$ cat src/rtl/ifu_pkg.sv
// Shared types and constants for the instruction fetch stage.
package ifu_pkg;

  typedef enum logic [2:0] {
    IDLE,
    AR,
    R,
    VALID,
    EXEC
  } fetch_state_t;

  localparam logic [1:0]  AXI_RESP_OKAY    = 2'b00;
  localparam logic [31:0] NOP_INS          = 32'h0000_0013;
  localparam logic [31:0] DEFAULT_RESET_PC = 32'h8000_0000;

endpackage

$ cat src/rtl/ifu_fetch.sv
// Multicycle instruction fetch: one AXI4-Lite read per instruction,
// handed to decode over valid/ready, then waits for the next PC.
module ifu_fetch
  import ifu_pkg::*;
#(
  parameter int               WIDTH    = 32,
  parameter logic [WIDTH-1:0] RESET_PC = WIDTH'(DEFAULT_RESET_PC)
) (
  input  logic             clk,
  input  logic             rst,
  input  logic [WIDTH-1:0] dnpc,
  input  logic             pc_update,
  output logic [WIDTH-1:0] pc,
  output logic [31:0]      ins,
  output logic             valid,
  input  logic             ready,
  output logic             fetch_err,
  output logic [WIDTH-1:0] araddr,
  output logic             arvalid,
  input  logic             arready,
  input  logic [31:0]      rdata,
  input  logic [1:0]       rresp,
  input  logic             rvalid,
  output logic             rready
);

  fetch_state_t     state_q, state_d;
  logic [WIDTH-1:0] pc_q, pc_d;
  logic [31:0]      ins_q, ins_d;
  logic             err_q, err_d;
  logic             valid_q, valid_d;
  logic             arvalid_q, arvalid_d;
  logic             rready_q, rready_d;

  always_comb begin
    state_d = state_q;
    pc_d    = pc_q;
    ins_d   = ins_q;
    err_d   = err_q;
    unique case (state_q)
      IDLE: state_d = AR;
      AR: begin
        if (arready) state_d = R;
      end
      R: begin
        if (rvalid) begin
          ins_d   = rdata;
          err_d   = (rresp != AXI_RESP_OKAY);
          state_d = VALID;
        end
      end
      VALID: begin
        if (ready) state_d = EXEC;
      end
      EXEC: begin
        if (pc_update) begin
          pc_d    = dnpc;
          state_d = AR;
        end
      end
      default: state_d = IDLE;
    endcase
    // Handshake outputs follow the next state so they are flop outputs.
    valid_d   = (state_d == VALID);
    arvalid_d = (state_d == AR);
    rready_d  = (state_d == R);
  end

  always_ff @(posedge clk or posedge rst) begin
    if (rst) begin
      state_q   <= IDLE;
      pc_q      <= RESET_PC;
      ins_q     <= NOP_INS;
      err_q     <= 1'b0;
      valid_q   <= 1'b0;
      arvalid_q <= 1'b0;
      rready_q  <= 1'b0;
    end else begin
      state_q   <= state_d;
      pc_q      <= pc_d;
      ins_q     <= ins_d;
      err_q     <= err_d;
      valid_q   <= valid_d;
      arvalid_q <= arvalid_d;
      rready_q  <= rready_d;
    end
  end

  assign pc        = pc_q;
  assign araddr    = pc_q;
  assign ins       = ins_q;
  assign fetch_err = err_q;
  assign valid     = valid_q;
  assign arvalid   = arvalid_q;
  assign rready    = rready_q;

endmodule

$ cat config.mk
export PLATFORM = sky130hd
export DESIGN_NAME = ifu_fetch
export DESIGN_NICKNAME = d
export VERILOG_FILES = /design/src/rtl/ifu_pkg.sv /design/src/rtl/ifu_fetch.sv
export SDC_FILE = /design/constraint.sdc
export NUM_CORES = 1
export LEC_CHECK = 0
export BUFFER_PORTS_ARGS = -buffer_cell sky130_fd_sc_hd__buf_2
export CAP_MARGIN = 5
export CORE_MARGIN = 3
export CORE_UTILIZATION = 25
export CTS_CLUSTER_DIAMETER = 30
export DETAILED_ROUTE_END_ITERATION = 10
export HOLD_SLACK_MARGIN = 0.02
export MAX_ROUTING_LAYER = met4
export PLACE_DENSITY = 0.52
export REMOVE_ABC_BUFFERS = 1
export SETUP_SLACK_MARGIN = 0.15
export SKIP_LAST_GASP = 1
export SLEW_MARGIN = 10
export SYNTH_ARGS = -nofsm -noshare
export SYNTH_HDL_FRONTEND = slang
export SYNTH_SLANG_ARGS = --single-unit
$ cat constraint.sdc
create_clock -name clk -period 4.9 [get_ports clk]
set_input_delay 1.225 -clock clk [delete_from_list [all_inputs] [get_ports clk]]
set_output_delay 1.225 -clock clk [all_outputs]
set_load 0.05 [all_outputs]
==> results.json, run 1 <==
{
  "crit_slowest_cell": "dfstp_2",
  "htreeDepth": 3,
  "tightest_slew_ns": 0.794,
  "setup_viol": 0,
  "maxCapViolCount": 0,
  "die_h_um": 116,
  "met3_usage_pct": 3.81,
  "skew_ns": 0.00514,
  "crit_family": "flip-flops",
  "cts_resized": 0,
  "core_mm2": 0.0116,
  "synth_seq_cells": 71,
  "avgRoutedWirePerCell_um": 12.5,
  "synth_ff_type": "dfrtp_1",
  "grt_busiest_layer": "met2",
  "clk_latency_ns": 0.33,
  "grt_util_met1_pct": 10.9,
  "wl_um": 6220,
  "fin_hold_ws_ns": 0.482,
  "grt_pass1_wl_um": 9510,
  "syn_inst": 205,
  "drive_above_1_share_pct": 72.5,
  "hpwl_um": 4560,
  "syn_area_per_cell_um2": 14.7,
  "yosysWarnings": 0,
  "die_area_mm2": 0.0134,
  "initial_core_util_pct": 26.0,
  "crit_chain": "buf_2",
  "critPathRequiredTime_ns": 3.67,
  "cp-end-kind": "output pin",
  "status": "complete, no violations",
  "slew_headroom_pct": 47.0,
  "cts_buffers": 9,
  "synth_common_cells": "67 x dfrtp_1, 60 x mux2_2, 34 x buf_4, 7 x buf_6",
  "period_share_pct": 48.1,
  "viasPerCell": 4.12,
  "cts_setup_buffers": 0,
  "hold_viol": 0,
  "die_width_um": 116,
  "fin_crit_ns": 2.35,
  "cts_hold_buffers": 0,
  "io_pins": 172,
  "grt_start_max_net_pins": 39,
  "synth_top_area_share_pct": 55.5,
  "drv_slew": 0,
  "drtIter0Drc": 90,
  "clockBufferDepth": 2,
  "hold_path.class": "reg2reg",
  "yosysMostFrequentCell": "dfrtp_1",
  "grt_pass1_vias": 1979,
  "antenna_left": 0,
  "synthTopCellsByArea": "dfrtp_1 55%, mux2_2 22%, buf_4 8.4%",
  "cp-start-kind": "flop",
  "antenna_found_initial": 0,
  "reg2reg_slack_ns": 3.20,
  "ys_seq_area_share_pct": 59.0,
  "routed-via-count": 2042,
  "clock.fmax_ghz": 0.425,
  "synth-async-reset-ratio_pct": 100,
  "drc": 0,
  "criticalPathCategory": "reg2out",
  "clk_pin_slew_ns": 0.06,
  "fin_nets": 420,
  "first_pass_iters": 4,
  "synth_top_area_cell": "dfrtp_1",
  "grt-ovfl-total": 0,
  "crit_path_max_fanout": 3,
  "gp_congestion": 0.696,
  "synth_cell_types": 22,
  "cp_num_buf_inv": 1,
  "rsz0062_at_grt": "false",
  "n_fill_cell": 1135,
  "area_growth_pct": 33.7,
  "tritoncts": "built",
  "arrival_ns": 1.13,
  "crit_path_max_incr_delay_ns": 0.54,
  "n_antenna_cell": 0,
  "cts-root-buf": "clkbuf_16",
  "gr-usage-met2_pct": 14.7,
  "synth_edf_count": 0,
  "grt_usage_pct": 9.47,
  "rows": 39,
  "portBuffers": 171,
  "clock-sinks": 71,
  "fin_tns_setup_ns": 0,
  "netlist_area_mm2": 0.00302
}
routing by layer:
| layer | vias to the layer above | wire length [µm] | part of all wire [%] |
|---|---|---|---|
| met3 | 8 | 665 | 11 |
| met2 | 127 | 2820 | 45 |
| met1 | 953 | 2630 | 42 |
| li1 | 954 | - | - |
| met5 | - | 0 | 0 |
| met4 | 0 | 112 | 1.8 |
layout make-up:
type                            count  area, µm²  area share, %
Inverter                            4       15.0          0.372
Clock inverter                      4       45.0           1.11
Multi-Input combinational cell     88        886           21.9
Clock buffer                       12        256           6.35
Sequential cell                    71       1780           44.1
Timing Repair Buffer              174        878           21.7
Tap cell                          143        179           4.43
worst paths after layout:
check	startpoint	endpoint	cells past startpoint
setup / recovery	araddr[31]	pc[31]	1
hold / removal	ins[15]	ins[15]	1
setup reg to reg	state_q[0]	araddr[13]	3
hold reg to reg	ins[15]	ins[15]	1
max in group asynchronous	rst	ins[4]	3
min in group asynchronous	rst	ins[6]	2
registers in the layout, summed over array words and instances, names as in the netlist:
name,flops
araddr,32
ins,32
state_q,3
arvalid,1
fetch_err,1
rready,1
valid,1
placed cells by master, fill, tap and decap left out, types with 3 or more instances in the layout:
master | netlist | layout
buf_2 | 1 | 171
dfrtp_1 | 67 | 67
mux2_2 | 60 | 60
clkbuf_16 | 0 | 9
mux2_1 | 4 | 4
nor2_1 | 4 | 4
dfstp_2 | 4 | 4
inv_1 | 4 | 3
nor2b_1 | 3 | 3
nand2_1 | 3 | 3
a21oi_1 | 3 | 3
clkinv_2 | 0 | 3
buf_4 | 34 | 3
metrics by stage:
| stage | instances | utilization, % | instance area [µm²] | setup WS [ns] |
|---|---|---|---|---|
| 6_report | 496 | 34.8 | 4040 | 2.55 |
| 5_1_grt | 496 | 34.8 | 4040 | 2.50 |
| 4_1_cts | 496 | 34.8 | 4040 | 2.52 |
| 3_5_place_dp | 480 | 32.2 | 3740 | 2.27 |
| 3_3_place_gp | 480 | 32.2 | 3740 | 2.30 |
| 2_1_floorplan | 163 | - | 2680 | 1.89 |
kinds of logic (layout without fill, tap and decap cells):
logic type      after synthesis  count (layout)  share of synthesized area [%]
compound gates                8               8                           1.70
buf+inv                      46             194                           11.7
flops                        71              71                           59.0
mux                          65              65                           24.2
simple gates                 15              15                           3.44
Power of run 1 is not shown: default switching activity piles up to over one toggle a cycle in this logic, so the estimate is an artifact.
==> run 2, diff against run 1 <==
- ABC_AREA: not set -> 1
- PLACE_DENSITY: 0.52 -> 0.54
- clock period: 4.9 -> 2.1 ns (I/O delays scaled with it)
==> results.json, run 2 <==
{
  "status": "complete, no violations",
  "syn_inst": 347,
  "drv_slew": 0,
  "period_share_pct": 80.3,
  "gp_congestion": 0.775,
  "syn_area_per_cell_um2": 9.01,
  "drc": 0,
  "tightest_slew_ns": 0.536,
  "fin_tns_setup_ns": 0,
  "synthMuxAreaShare_pct": 0,
  "yosysWarnings": 0,
  "tritoncts": "built",
  "synthTopCellsByArea": "dfrtp_1 54%, nand2_1 17%, buf_4 7.7%",
  "critPathRequiredTime_ns": 2.30,
  "grt_util_met1_pct": 13.5,
  "synth_ff_type": "dfrtp_1",
  "clk_latency_ns": 0.32,
  "grt_start_max_net_pins": 72,
  "grt_usage_pct": 11.1,
  "die_width_um": 118,
  "antenna_found_initial": 0,
  "cts_hold_buffers": 0,
  "cp-start-kind": "flop",
  "clockBufferDepth": 2,
  "clk_pin_slew_ns": 0.06,
  "die_h_um": 118,
  "drtIter0Drc": 109,
  "reg2reg_slack_ns": 0.41,
  "hpwl_um": 5410,
  "rsz0062_at_grt": "false",
  "wl_um": 7310,
  "grt_busiest_layer": "met2",
  "cp-end-kind": "flop",
  "hold_path.class": "in2async",
  "clock-sinks": 71,
  "hold_viol": 0,
  "grt_pass1_wl_um": 12300,
  "maxCapViolCount": 0,
  "htreeDepth": 3,
  "synth_seq_cells": 71,
  "skew_ns": 0.00789,
  "die_area_mm2": 0.0139,
  "cts_resized": 0,
  "cts_buffers": 9,
  "yosysMostFrequentCell": "nand2_1",
  "cts_setup_buffers": 0,
  "fin_crit_ns": 1.69,
  "synth-compound-area-share_pct": 7.29,
  "grt_pass1_vias": 2543,
  "crit_path_max_fanout": 30,
  "first_pass_iters": 4,
  "gr-usage-met2_pct": 17.4,
  "synth_xor_area_share_pct": 0,
  "synthAdderAreaFrac_pct": 0,
  "core_mm2": 0.0121,
  "drive_above_1_share_pct": 42.9,
  "synth_top_area_share_pct": 53.6,
  "synth_top_area_cell": "dfrtp_1",
  "grt-ovfl-total": 0,
  "crit_path_max_incr_delay_ns": 0.44,
  "slew_headroom_pct": 64.2,
  "setup_viol": 0,
  "synth_edf_count": 0,
  "fin_nets": 563,
  "final_common_cell": "buf_2",
  "avgRoutedWirePerCell_um": 11.0,
  "synth-async-reset-ratio_pct": 100,
  "met3_usage_pct": 4.13,
  "portBuffers": 171,
  "synth_common_cells": "139 x nand2_1, 67 x dfrtp_1, 40 x inv_1, 32 x buf_4, 18 x o21ai_1",
  "criticalPathCategory": "reg2reg",
  "cts-root-buf": "clkbuf_16",
  "area_growth_pct": 34.8,
  "viasPerCell": 3.87,
  "layout_common_cells": "171 x buf_2, 139 x nand2_1, 67 x dfrtp_1, 39 x inv_1, 18 x o21ai_1",
  "antenna_left": 0,
  "routed-via-count": 2572,
  "initial_core_util_pct": 25.8,
  "synth_cell_types": 19,
  "rows": 40,
  "crit_slowest_cell": "dfrtp_1",
  "arrival_ns": 1.88,
  "netlist_area_mm2": 0.00313,
  "synth_top_family_by_area": "simple AND/OR/NAND/NOR gates",
  "ys_seq_area_share_pct": 57.0,
  "crit_chain": "nor2_2 -> nand3_2 -> buf_12 -> nand2_1 -> o21ai_0",
  "io_pins": 172,
  "clock.fmax_ghz": 0.593,
  "synth-simple-area-share_pct": 19.4,
  "n_antenna_cell": 0
}
==> run 2: critical path: cells and delay by family, from the launching register on <==
family,cells,cell delay (ns)
AO/OA/AOI/OAI,1,0.07
AND/OR/NAND/NOR,3,0.68
buffers and inverters,1,0.36
flip-flops,1,0.44
==> run 2: per-stage QoR <==
stage	instances	setup slack (ns)	area, µm²	utilization (%)	hold WS [ns]
2_1_floorplan	302	-0.215	2770	-	0.553
3_3_place_gp	648	0.419	3920	32.3	0.454
3_5_place_dp	648	0.410	3920	32.3	0.461
4_1_cts	664	0.412	4210	34.8	0.294
5_1_grt	664	0.240	4210	34.8	0.307
6_report	664	0.415	4210	34.8	0.286
==> run 2: area by class of cell <==
class | count | area [µm²]
clock buffer | 15 | 268
clock inverter | 1 | 30.0
fill | 1270 | 7900
inverter | 41 | 156
multi-input combinational | 190 | 833
sequential | 71 | 1780
tap | 168 | 210
timing repair buffer | 178 | 933
==> run 2: logic make-up after synthesis <==
kind of cell           after synthesis
and+or+nand+nor                    155
AOI/OAI and AO/OA                   35
DFF                                 71
buffers and inverters               86
==> run 2: path summary, 6_finish.rpt <==
kind	cells after the start	start	end
min in group clk	3	rdata[0]	ins[0]
setup reg to reg	5	state_q[0]	araddr[28]
max in group asynchronous	3	rst	ins[4]
setup / recovery	5	state_q[0]	araddr[28]
hold reg to reg	2	ins[4]	ins[4]
hold / removal	3	rst	araddr[8]
==> run 2: per-layer routing <==
layer | wire, µm | share of wire, % | vias up
met1 | 3300 | 45 | 1136
met2 | 3240 | 44 | 131
met4 | 81 | 1.1 | 0
met3 | 685 | 9.4 | 5
met5 | 0 | 0 | -
li1 | - | - | 1300
Power of run 2 is left out for the same reason.
==> run 3, diff against run 2 <==
- ABC_AREA: 1 -> 0
- clock period: 2.1 -> 1.55 ns (I/O delays scaled with it)
==> results.json, run 3 (same netlist as run 1, synthesis figures left out) <==
{
  "viasPerCell": 4.14,
  "drtIter0Drc": 78,
  "maxCapViolCount": 0,
  "hpwl_um": 4810,
  "hold_viol": 0,
  "grt_usage_pct": 10.0,
  "die_width_um": 116,
  "area_growth_pct": 43.9,
  "core_mm2": 0.0116,
  "final_common_cell": "buf_2",
  "antenna_left": 0,
  "cp-end-kind": "flop",
  "slew_headroom_pct": 71.1,
  "clock-sinks": 71,
  "drive_above_1_share_pct": 73.1,
  "criticalPathCategory": "reg2reg",
  "die_h_um": 116,
  "crit_chain": "nor4b_4 -> buf_6 -> buf_12 -> mux2_2",
  "status": "complete, no violations",
  "io_pins": 172,
  "rsz0062_at_grt": "true",
  "clock.fmax_ghz": 0.675,
  "drc": 0,
  "tightest_slew_ns": 0.433,
  "avgRoutedWirePerCell_um": 13.9,
  "grt-ovfl-total": 0,
  "first_pass_iters": 4,
  "fin_crit_ns": 1.48,
  "setup_viol": 0,
  "clk_pin_slew_ns": 0.05,
  "cts_hold_buffers": 0,
  "portBuffers": 171,
  "cp-start-kind": "flop",
  "n_antenna_cell": 0,
  "cts_buffers": 9,
  "clk_latency_ns": 0.33,
  "crit_slowest_cell": "dfrtp_1",
  "initial_core_util_pct": 26.0,
  "crit_path_max_fanout": 16,
  "arrival_ns": 1.69,
  "wl_um": 7000,
  "grt_pass1_vias": 2033,
  "period_share_pct": 95.6,
  "drv_slew": 0,
  "skew_ns": 0.00453,
  "crit_path_max_incr_delay_ns": 0.41,
  "crit_family": "flip-flops",
  "gp_congestion": 0.749,
  "antenna_found_initial": 0,
  "hold_path.class": "in2async",
  "die_area_mm2": 0.0134,
  "grt_start_max_net_pins": 40,
  "fin_area_mm2": 0.00435,
  "tritoncts": "built",
  "fin_nets": 428,
  "cts-root-buf": "clkbuf_16",
  "layout_common_cells": "136 x buf_2, 67 x dfrtp_1, 52 x mux2_2, 18 x clkbuf_4, 17 x buf_4",
  "htreeDepth": 3,
  "rows": 39,
  "clockBufferDepth": 2,
  "routed-via-count": 2088,
  "placed_cell_area_mm2": 0.00381,
  "cp_num_buf_inv": 2,
  "critPathRequiredTime_ns": 1.76,
  "grt_pass1_wl_um": 9890
}
## run 3: cell types whose count changed in the layout (fill, tap and decap cells not counted), sizes merged, moves of 3 or more
cell	before	now
nand2	140	3
mux2	0	64
inv	41	4
o21ai	34	1
clkbuf	15	32
buf	178	163
nor2	11	4
a21oi	0	3
nand3	3	0
nor2b	0	3
## run 3: path summary, 6_finish.rpt
path | slack [ns] | cells after the start | endpoint | start
min in group clk | 0.28 | 2 | araddr[25] | dnpc[25]
max reg2reg | 0.07 | 4 | araddr[10] | state_q[0]
max | 0.07 | 4 | araddr[10] | state_q[0]
min | 0.09 | 3 | araddr[14] | rst
min reg2reg | 0.48 | 1 | ins[19] | ins[19]
max in group asynchronous | 1.01 | 3 | ins[4] | rst
## run 3: worst reg2reg max path, stage by stage (launching register included)
cell	delay (ns)
dfrtp_1	0.41
nor4b_4	0.27
buf_6	0.17
buf_12	0.16
mux2_2	0.36
## run 3: final cells by class
type | count | area [µm²]
Timing Repair Buffer | 182 | 1130
Clock inverter | 3 | 65.1
Inverter | 4 | 15.0
Tap cell | 143 | 179
Multi-Input combinational cell | 88 | 920
Sequential cell | 71 | 1780
Clock buffer | 13 | 260
Fill cell | 1128 | 7270
## run 3: repair_timing
action,CTS,global route
gates cloned,0,2
setup buffers,0,1
gates resized for setup,21,40
setup endpoints to repair,74,93
## run 3: stage by stage
step	utilization [%]	setup slack, ns	hold WS (ns)	std cells	setup TNS [ns]
5_1_grt	37.4	0.0126	0.0881	504	0
2_1_floorplan	-	-0.627	0.517	163	-77.08
3_3_place_gp	32.8	-0.0547	0.445	485	-1.58
4_1_cts	36.2	0.0791	0.0800	501	0
6_report	37.4	0.0675	0.0873	504	0
3_5_place_dp	32.8	-0.0700	0.445	485	-1.88
## run 3: routing by layer
metal | wire length (µm) | share of wire (%) | track usage [%] | vias up
met5 | 0 | 0 | - | -
met2 | 3300 | 47 | 15.5 | 121
li1 | - | - | - | 972
met1 | 2890 | 41 | 11.0 | 988
met3 | 720 | 10 | 4.91 | 7
met4 | 86 | 1.2 | 4.18 | 0
Power of run 3 is left out for the same reason.
